===== src/rtl/loader_pkg.sv =====
// Shared state encoding and image-format constants for the byte-stream program loader.
// Bytes per word and the width of the word-count prefix live here so the FSM and assembler agree.
package loader_pkg;

   typedef enum logic [2:0] {
      LEN_HI,
      LEN_LO,
      WORD,
      WRITE,
      CSUM,
      DONE,
      ERROR
   } state_t;

   localparam int BYTES_PER_WORD = 4;
   localparam int LEN_W          = 16;

endpackage


===== src/rtl/byte_word_asm.sv =====
// Big-endian 8->32 assembler: each shifted byte lands in the LSB, so the first byte ends up as the MSB.
// word_full is combinational and flags the shift that completes a word; the assembler never stalls.
module byte_word_asm
   import loader_pkg::*;
(
   input  logic                        clk,
   input  logic                        reset,
   input  logic [7:0]                  in_byte,
   input  logic                        shift_en,
   input  logic                        clear,
   output logic [8*BYTES_PER_WORD-1:0] word,
   output logic                        word_full
);

   logic [1:0] byte_cnt;

   always_ff @(posedge clk) begin
      if (reset || clear) begin
         word     <= '0;
         byte_cnt <= '0;
      end else if (shift_en) begin
         word     <= {word[8*BYTES_PER_WORD-9:0], in_byte};
         byte_cnt <= byte_cnt + 2'd1;
      end
   end

   assign word_full = shift_en && (byte_cnt == 2'(BYTES_PER_WORD - 1));

endmodule


===== src/rtl/prog_loader.sv =====
// Boot loader: length-prefixed byte image -> 32-bit RAM writes, CPU held in reset until loaded; optional PROG_LOADER_CHECKSUM_EN.
// mem_we fires the cycle after a word's 4th byte; in_ready drops during WRITE/DONE/ERROR and the source holds its byte.
module prog_loader
   import loader_pkg::*;
#(
   parameter int MEM_DEPTH = 256,
   parameter int ADDR_W    = $clog2(MEM_DEPTH)
) (
   input  logic              clk,
   input  logic              reset,
   input  logic [7:0]        in_data,
   input  logic              in_valid,
   output logic              in_ready,
   input  logic              start,
   output logic              mem_we,
   output logic [ADDR_W-1:0] mem_addr,
   output logic [31:0]       mem_wdata,
   output logic              cpu_reset,
   output logic              done,
   output logic              error
);

   state_t            state, state_nxt;
   logic [7:0]        len_hi;
   logic [LEN_W-1:0]  len;
   logic [LEN_W-1:0]  len_new;
   logic [ADDR_W-1:0] word_idx;
   logic              accept;
   logic              rearm;
   logic              last_word;
   logic              word_full;
   logic [31:0]       asm_word;
   state_t            finish_state;

`ifdef PROG_LOADER_CHECKSUM_EN
   logic [7:0] csum;
   assign finish_state = CSUM;
`else
   assign finish_state = DONE;
`endif

   assign accept    = in_valid && in_ready;
   assign rearm     = start && (state == DONE || state == ERROR);
   assign len_new   = {len_hi, in_data};
   assign last_word = (LEN_W'(word_idx) == len - LEN_W'(1));

   byte_word_asm u_asm (
      .clk       (clk),
      .reset     (reset),
      .in_byte   (in_data),
      .shift_en  (accept && state == WORD),
      .clear     (rearm),
      .word      (asm_word),
      .word_full (word_full)
   );

   always_ff @(posedge clk) begin
      if (reset) begin
         state    <= LEN_HI;
         len_hi   <= '0;
         len      <= '0;
         word_idx <= '0;
`ifdef PROG_LOADER_CHECKSUM_EN
         csum     <= '0;
`endif
      end else begin
         state <= state_nxt;
         if (rearm) begin
            len_hi   <= '0;
            len      <= '0;
            word_idx <= '0;
`ifdef PROG_LOADER_CHECKSUM_EN
            csum     <= '0;
`endif
         end else begin
            if (accept && state == LEN_HI) len_hi <= in_data;
            if (accept && state == LEN_LO) len <= len_new;
            // Index stays on the last word so it never wraps past MEM_DEPTH-1.
            if (state == WRITE && !last_word) word_idx <= word_idx + 1'b1;
`ifdef PROG_LOADER_CHECKSUM_EN
            if (accept && state != CSUM) csum <= csum ^ in_data;
`endif
         end
      end
   end

   always_comb begin
      state_nxt = state;
      in_ready  = 1'b0;
      mem_we    = 1'b0;
      cpu_reset = 1'b1;
      done      = 1'b0;
      error     = 1'b0;
      case (state)
         LEN_HI: begin
            in_ready = 1'b1;
            if (accept) state_nxt = LEN_LO;
         end
         LEN_LO: begin
            in_ready = 1'b1;
            if (accept) begin
               if (int'(len_new) > MEM_DEPTH) state_nxt = ERROR;
               else if (len_new == '0)        state_nxt = finish_state;
               else                           state_nxt = WORD;
            end
         end
         WORD: begin
            in_ready = 1'b1;
            if (word_full) state_nxt = WRITE;
         end
         WRITE: begin
            mem_we    = 1'b1;
            state_nxt = last_word ? finish_state : WORD;
         end
`ifdef PROG_LOADER_CHECKSUM_EN
         CSUM: begin
            in_ready = 1'b1;
            if (accept) state_nxt = (in_data == csum) ? DONE : ERROR;
         end
`endif
         DONE: begin
            done      = 1'b1;
            cpu_reset = 1'b0;
            if (start) state_nxt = LEN_HI;
         end
         ERROR: begin
            error = 1'b1;
            if (start) state_nxt = LEN_HI;
         end
         default: state_nxt = LEN_HI;
      endcase
   end

   assign mem_addr  = word_idx;
   assign mem_wdata = asm_word;

endmodule


===== config.mk =====
export PLATFORM = sky130hd
export DESIGN_NAME = prog_loader
export DESIGN_NICKNAME = d
export VERILOG_FILES = /design/src/rtl/loader_pkg.sv /design/src/rtl/byte_word_asm.sv /design/src/rtl/prog_loader.sv
export SDC_FILE = /design/constraint.sdc
export NUM_CORES = 1
export LEC_CHECK = 0
export ABC_AREA = 0
export ABC_CLOCK_PERIOD_IN_PS = 2550
export CAP_MARGIN = 20
export CORE_UTILIZATION = 40
export DETAILED_ROUTE_END_ITERATION = 12
export PLACE_DENSITY = 0.66
export SLEW_MARGIN = 15
export SYNTH_ARGS = -nofsm -noshare
export SYNTH_HDL_FRONTEND = slang
export SYNTH_SLANG_ARGS = --single-unit

===== constraint.sdc =====
create_clock -name clk -period 2.55 [get_ports clk]
set_input_delay 0.3825 -clock clk [delete_from_list [all_inputs] [get_ports clk]]
set_output_delay 0.3825 -clock clk [all_outputs]
set_load 0.03 [all_outputs]

# Yosys cells after proc, flatten, opt, wreduce, memory -nomap -nowiden
# Index checks and enable logic that the tools add are counted.
[op_classes] add_sub_neg=3 magnitude_cmp=1 eq_ne=11 n_mux=13 n_reduce_logical=16
[ops] cell="$mux 3" count=7
[ops] cell="$eq 8x16->1" count=1
[ops] cell="$gt 16x9->1 const B" count=1
[ops] cell="$logic_not 16->1" count=1
[ops] cell="$sub 16x1->16 const B" count=1
[ops] cell="$pmux 3 s5" count=1
[ops] cell="$add 8x1->8 const B" count=1
[ops] cell="$logic_and 1x1->1" count=7
[ops] cell="$eq 3x2->1 const B" count=2
[ops] cell="$eq 3x3->1 const B" count=2
[ops] cell="$mux 1" count=5
[ops] cell="$ne 2x1->1 const B" count=2
[ops] cell="$ne 2x2->1 const B" count=2
[ops] cell="$reduce_and 4->1" count=1
[ops] cell="$reduce_or 2->1" count=2
[ops] cell="$eq 3x1->1 const B" count=1
[ops] cell="$logic_not 3->1" count=1
[ops] cell="$reduce_or 3->1" count=1
[ops] cell="$add 2x1->2 const B" count=1
[ops] cell="$eq 2x2->1 const B" count=1
[ops] cell="$logic_or 1x1->1" count=2
[ops] cell="$logic_not 1->1" count=1
[word_totals] register_bits=69 input_bits=12 out_inout_bits=45 elab_cells=50

# Depth between registers and ports, before layout
[logic_depth] depth_word=8 ltp_mapped=10 depth_no_buf=9

# Hierarchy
# From an unflattened synthesis, not the netlist that was laid out.
[unflattened] hier_cells=360 area_unflattened_um2=3233.1
[by_module_without_submodules] module="prog_loader" instances=1 cells_per_inst=247 area_per_inst_um2=1956.9 seq_area_each_um2=700.7
[by_module_without_submodules] module="byte_word_asm" instances=1 cells_per_inst=113 area_per_inst_um2=1276.2 seq_area_each_um2=680.7

# Worst setup path before layout
# No wires, ideal clock.
[synth_timing] path_kind="register to register" startpoint="reg len[0]" endpoint="reg word_idx[5] (netlist: mem_addr[5])" setup_ns=0.070 t_arrival_ns=2.407 slack_ns=0.072 path_stages_with_launch=11 n_path_buf=1 period_less_slack_ns=2.478 cell_sequence="dfxtp_1 inv_1 ha_1 nor3b_2 and3_1 a311oi_1 o31a_2 o21ai_2 buf_6 or3_2 a21oi_1"
[synth_via] elab_chain_cells=4
[synth_rtl] item="start: declaration" line_no="prog_loader.sv:25" rtl="logic [LEN_W-1:0] len;"
[synth_rtl] item="start signal: assignment" line_no="prog_loader.sv:77" rtl="if (accept && state == LEN_LO) len <= len_new;"
[synth_rtl] item="$sub 16x1->16" line_no="prog_loader.sv:45" rtl="assign last_word = (LEN_W'(word_idx) == len - LEN_W'(1));"
[synth_rtl] item="$eq 8x16->1" line_no="prog_loader.sv:45"
[synth_rtl] item="$logic_not 1->1" line_no="prog_loader.sv:79" rtl="if (state == WRITE && !last_word) word_idx <= word_idx + 1'b1;"
[synth_rtl] item="$logic_and 1x1->1" line_no="prog_loader.sv:79"
[synth_rtl] item="end signal: assignment" line_no="prog_loader.sv:79"
[synth_rtl] item="end: declaration" line_no="prog_loader.sv:27" rtl="logic [ADDR_W-1:0] word_idx;"
# Every way passes these cells.
# A chain may end at the register's enable or synchronous reset.

# Final worst setup path
[layout_timing] startpoint="reg len[0]" endpoint="reg state[0]"
[layout_via] elab_chain_cells=4
[layout_rtl] item="$sub 16x1->16" line_no="prog_loader.sv:45"
[layout_rtl] item="$eq 8x16->1" line_no="prog_loader.sv:45"
[layout_rtl] item="$mux 3" line_no="prog_loader.sv:113" rtl="state_nxt = last_word ? finish_state : WORD;"
[layout_rtl] item="$pmux 3 s5" line_no="prog_loader.sv:94" rtl="case (state)"
[layout_rtl] item="end signal: assignment" line_no="prog_loader.sv:67" rtl="state <= state_nxt;"
[layout_rtl] item="end: declaration" line_no="prog_loader.sv:23" rtl="state_t state, state_nxt;"
# Every way passes these cells.

==> flow_results.org <==
** Outcome
- Result of the run :: finished, final reports clean

** Setup path
- On the worst path, the slowest cell contributes a delay of between 500 and 600 ps.
- Chain of cells forming the critical path :: buf_6 > or4_4 > a2111oi_4 > o32ai_2 > or4b_4 > buf_4 > o21ai_1 > a21oi_1 > a211oi_1
- Nature of the critical path startpoint :: flop
- CP max FO :: 5
- Data arrives at the worst endpoint at roughly 2800 ps.
- Setup CP Type :: flop to flop
- Slowest cell on the critical path :: sky130_fd_sc_hd__or4b_4
- Data on the critical path is required at its endpoint by between 2000 and 3000 ps.
- Setup crit end kind :: flop

** STA
- The number of max-slew violations in the final report came to 0.
- Final setup violation count :: 0
- Tmin final :: ~2500 ps
- Setup repair after global routing could not meet its margin everywhere.
- Worst slew margin relative to its limit :: between 50% and 60%
- The count of final hold-check violations came to 0.
- After layout, the worst setup slack is 74.4 ps.
- Final period utilization :: a little over nine tenths
- Static timing analysis puts the maximum clock frequency at roughly 0.40 GHz.
- For the final database, setup skew stands at around 7.5 ps.
- For the pin with the worst max-slew slack, the measured transition is slightly below 700 ps.

** Detailed routing
- Dividing the detail-routed via count by the number of cells gives 5.22.
- Iteration-0 DRC count of the detailed router :: about 150
- Met2 routed WL :: ~4000 µm
- The detail route stage leaves a number of antenna-violating nets equal to 0.
- 1st-pass router iterations :: 6
- The routed design has 8450 µm of wire.
- Routed wire length on met3 :: between 400 and 500 µm
- After detailed routing, the number of remaining DRC violations is 0.
- The routed layout has 3,035 vias.
- Topmost layer with routed signal wires :: met4
- Wire per inst :: roughly 15 µm
- For this block, wires on met1 add up to ~3900 µm.

** Logic synthesis
- Yosys cell types :: between 50 and 60
- For this run, the number of Yosys warnings is 0.
- When the netlist entered floorplanning its net count stood at around 420.
- The average instance in the mapped netlist occupies ~7.8 µm².
- Library cell with the largest summed area after synthesis :: sky130_fd_sc_hd__dfxtp_1
- Number of synthesized register bits :: 69
- Top post-synthesis cells by area :: sky130_fd_sc_hd__dfxtp_1, sky130_fd_sc_hd__nand2_1, sky130_fd_sc_hd__a21oi_1, sky130_fd_sc_hd__clkbuf_1, sky130_fd_sc_hd__xnor2_1
- In the post-synthesis netlist, the cell with the most instances is sky130_fd_sc_hd__nand2_1.
- The top cell type by area accounts for a little over two fifths of the synthesized area.
- Cell area after synthesis :: around 3200 µm²
- Share of synthesized area occupied by flip-flops and latches :: ~43%
- Counting every instance in the synthesized netlist gives ~410.
- Number of enable flip-flop cells after synthesis :: 0
- Most frequently used flop master after synthesis :: sky130_fd_sc_hd__dfxtp_1
- Most used standard cells in the synthesized netlist :: sky130_fd_sc_hd__nand2_1, sky130_fd_sc_hd__dfxtp_1, sky130_fd_sc_hd__a21oi_1
- Share of synthesized flip-flops with an asynchronous set or reset :: 0%

** Clock network
- Clock-pin slew was measured on the worst setup and hold paths at 80 ps.
- Buffers inserted during clock tree synthesis total 9.
- In this run, post-CTS hold repair placed 0 buffers.
- The clock net in this run drives a total of 69 sinks.
- TritonCTS built the clock tree.
- Root buffer selected by CTS :: sky130_fd_sc_hd__clkbuf_8
- CTS built an H-tree with a depth of 3.
- The clock passes through at most 2 buffers.
- The later pin in the worst-skew pair is clocked with a latency of ~350 ps.

** Floorplanning
- Std cell rows :: 32
- Std-Cell Core Area :: 7730 µm²
- The die covers between 8000 and 9000 µm².
- Measured along the y axis, the die boundary spans 91.5 µm.
- For this design the top-level I/O count stands at 57.
- Die span in x :: around 90 µm
- Initial Util :: around 41%

** Place
- Number of buffers inserted by port buffering :: 56
- Summed over all nets, the half-perimeter wirelength after detailed placement is around 5600 µm.
- Cell count after placement :: approximately 560
- Place WS :: -93.4 ps
- Global placer's final weighted congestion :: 0.819

** Finish
- Growth of design area from synthesis to finish :: 33.9%
- Final cell count without fillers :: between 500 and 600
- Cells with a size suffix above 1 make up 16.1% of the layout.
- Number of antenna cells inserted :: 0
- The net count of the finished layout is 489.

** Power and ir drop
- In this run the power density over the cells is a little under 600 nW/µm².
- Across the VDD grid, the largest voltage drop is ~0.37 mV.
- Static leakage power :: between 1 and 1.5 nW

** Global route
- Entering global routing, the biggest net connects 65 pins.
- Vias in the first global route :: ~2.8k
- Wire length of the first global-routing pass :: between 10,000 and 15,000 µm
- Antenna violations before repair :: 0
- Summed over all layers, the global routing overflow is 0.
- Global routing consumed, over all layers together, about a fifth of the routing resources.

** Min path
- The tightest min-delay check is of the flop to flop type.

** Flow run
- The tool flagged a number of max-cap violations equal to 0.
[sequential cells by signal, summed over array words and instances (netlist names)]
signal and flops:
u_asm.word 32, len 16, mem_addr 8, len_hi 8, u_asm.byte_cnt 2, state 3
[cell type report]
cell class                      count  area [µm²]
Clock buffer                       10         138
Tap cell                          102         128
Sequential cell                    69        1390
Inverter                            5        18.8
Timing Repair Buffer               79         769
Fill cell                         714        3440
Clock inverter                      6        93.8
Multi-Input combinational cell    310        1750
[worst max-delay path: cells and delay by family, from the launching register on]
family	cells	cell delay (ps)
DFF	1	330
AOI/OAI and AO/OA	5	790
buffers and inverters	2	280
and+or+nand+nor	2	1000
[layout by cell type, fill, tap and decap left out, types with 5 or more instances in the layout]
cell / netlist / final
sky130_fd_sc_hd__a21oi_1: 67 / 67
sky130_fd_sc_hd__buf_4: 2 / 20
sky130_fd_sc_hd__clkbuf_8: 1 / 10
sky130_fd_sc_hd__clkdlybuf4s50_1: 0 / 55
sky130_fd_sc_hd__dfxtp_1: 69 / 66
sky130_fd_sc_hd__inv_1: 5 / 5
sky130_fd_sc_hd__nand2_1: 128 / 128
sky130_fd_sc_hd__nor2_1: 12 / 12
sky130_fd_sc_hd__nor2b_1: 5 / 5
sky130_fd_sc_hd__nor3_1: 9 / 8
sky130_fd_sc_hd__nor4_1: 7 / 6
sky130_fd_sc_hd__o21ai_0: 5 / 5
sky130_fd_sc_hd__xnor2_1: 6 / 6
[metrics by stage]
stage	area [µm²]	util, %	setup TNS, ps	total power, mW	hold slack, ps
finish	4280	55.4	0	2.51	457
CTS	4130	53.5	0	2.50	461
floorplan	3200	-	0	1.37	436
global route	4280	55.4	-57.1	2.62	474
detailed placement	3900	50.4	-520	1.47	449
global placement	3900	50.4	0	1.47	443
[kinds of logic after synthesis]
group,after synthesis,share of synthesized area (%)
simple gates,194,28.3
buf+inv,31,4.69
flops,69,43.2
compound gates,100,19.4
fa+ha+maj,3,1.17
xor+xnor,12,3.28
[where the power goes]
group | switching (mW) | total (mW) | internal (mW)
combinational | 0.195 | 0.349 | 0.153
clock | 0.443 | 1.03 | 0.586
sequential | 0.0333 | 1.14 | 1.10
total | 0.671 | 2.51 | 1.84
[worst paths after layout]
check | from | endpoint | slack [ps] | cells after the start
worst max register to register | len[0] | state[0] | 70 | 9
worst min register to register | u_asm.word[30] | u_asm.word[30] | 460 | 2
worst max-delay path | len[0] | state[0] | 70 | 9
worst min-delay path | u_asm.word[30] | u_asm.word[30] | 460 | 2
[timing repair]
action,in CTS,in global routing
cloned,0,2
resized for setup,1,14
endpoints found under the setup margin,8,9
setup buffers,0,6
pin swaps,0,4
[metal layers]
layer / vias up / GRT usage [%]
met2: 60 / 33.1
li1: 1524 / -
met5: - / 0
met3: 10 / 6.37
met1: 1441 / 25.7
met4: 0 / 6.75
No activity file was read; power rests on OpenSTA's default activity.
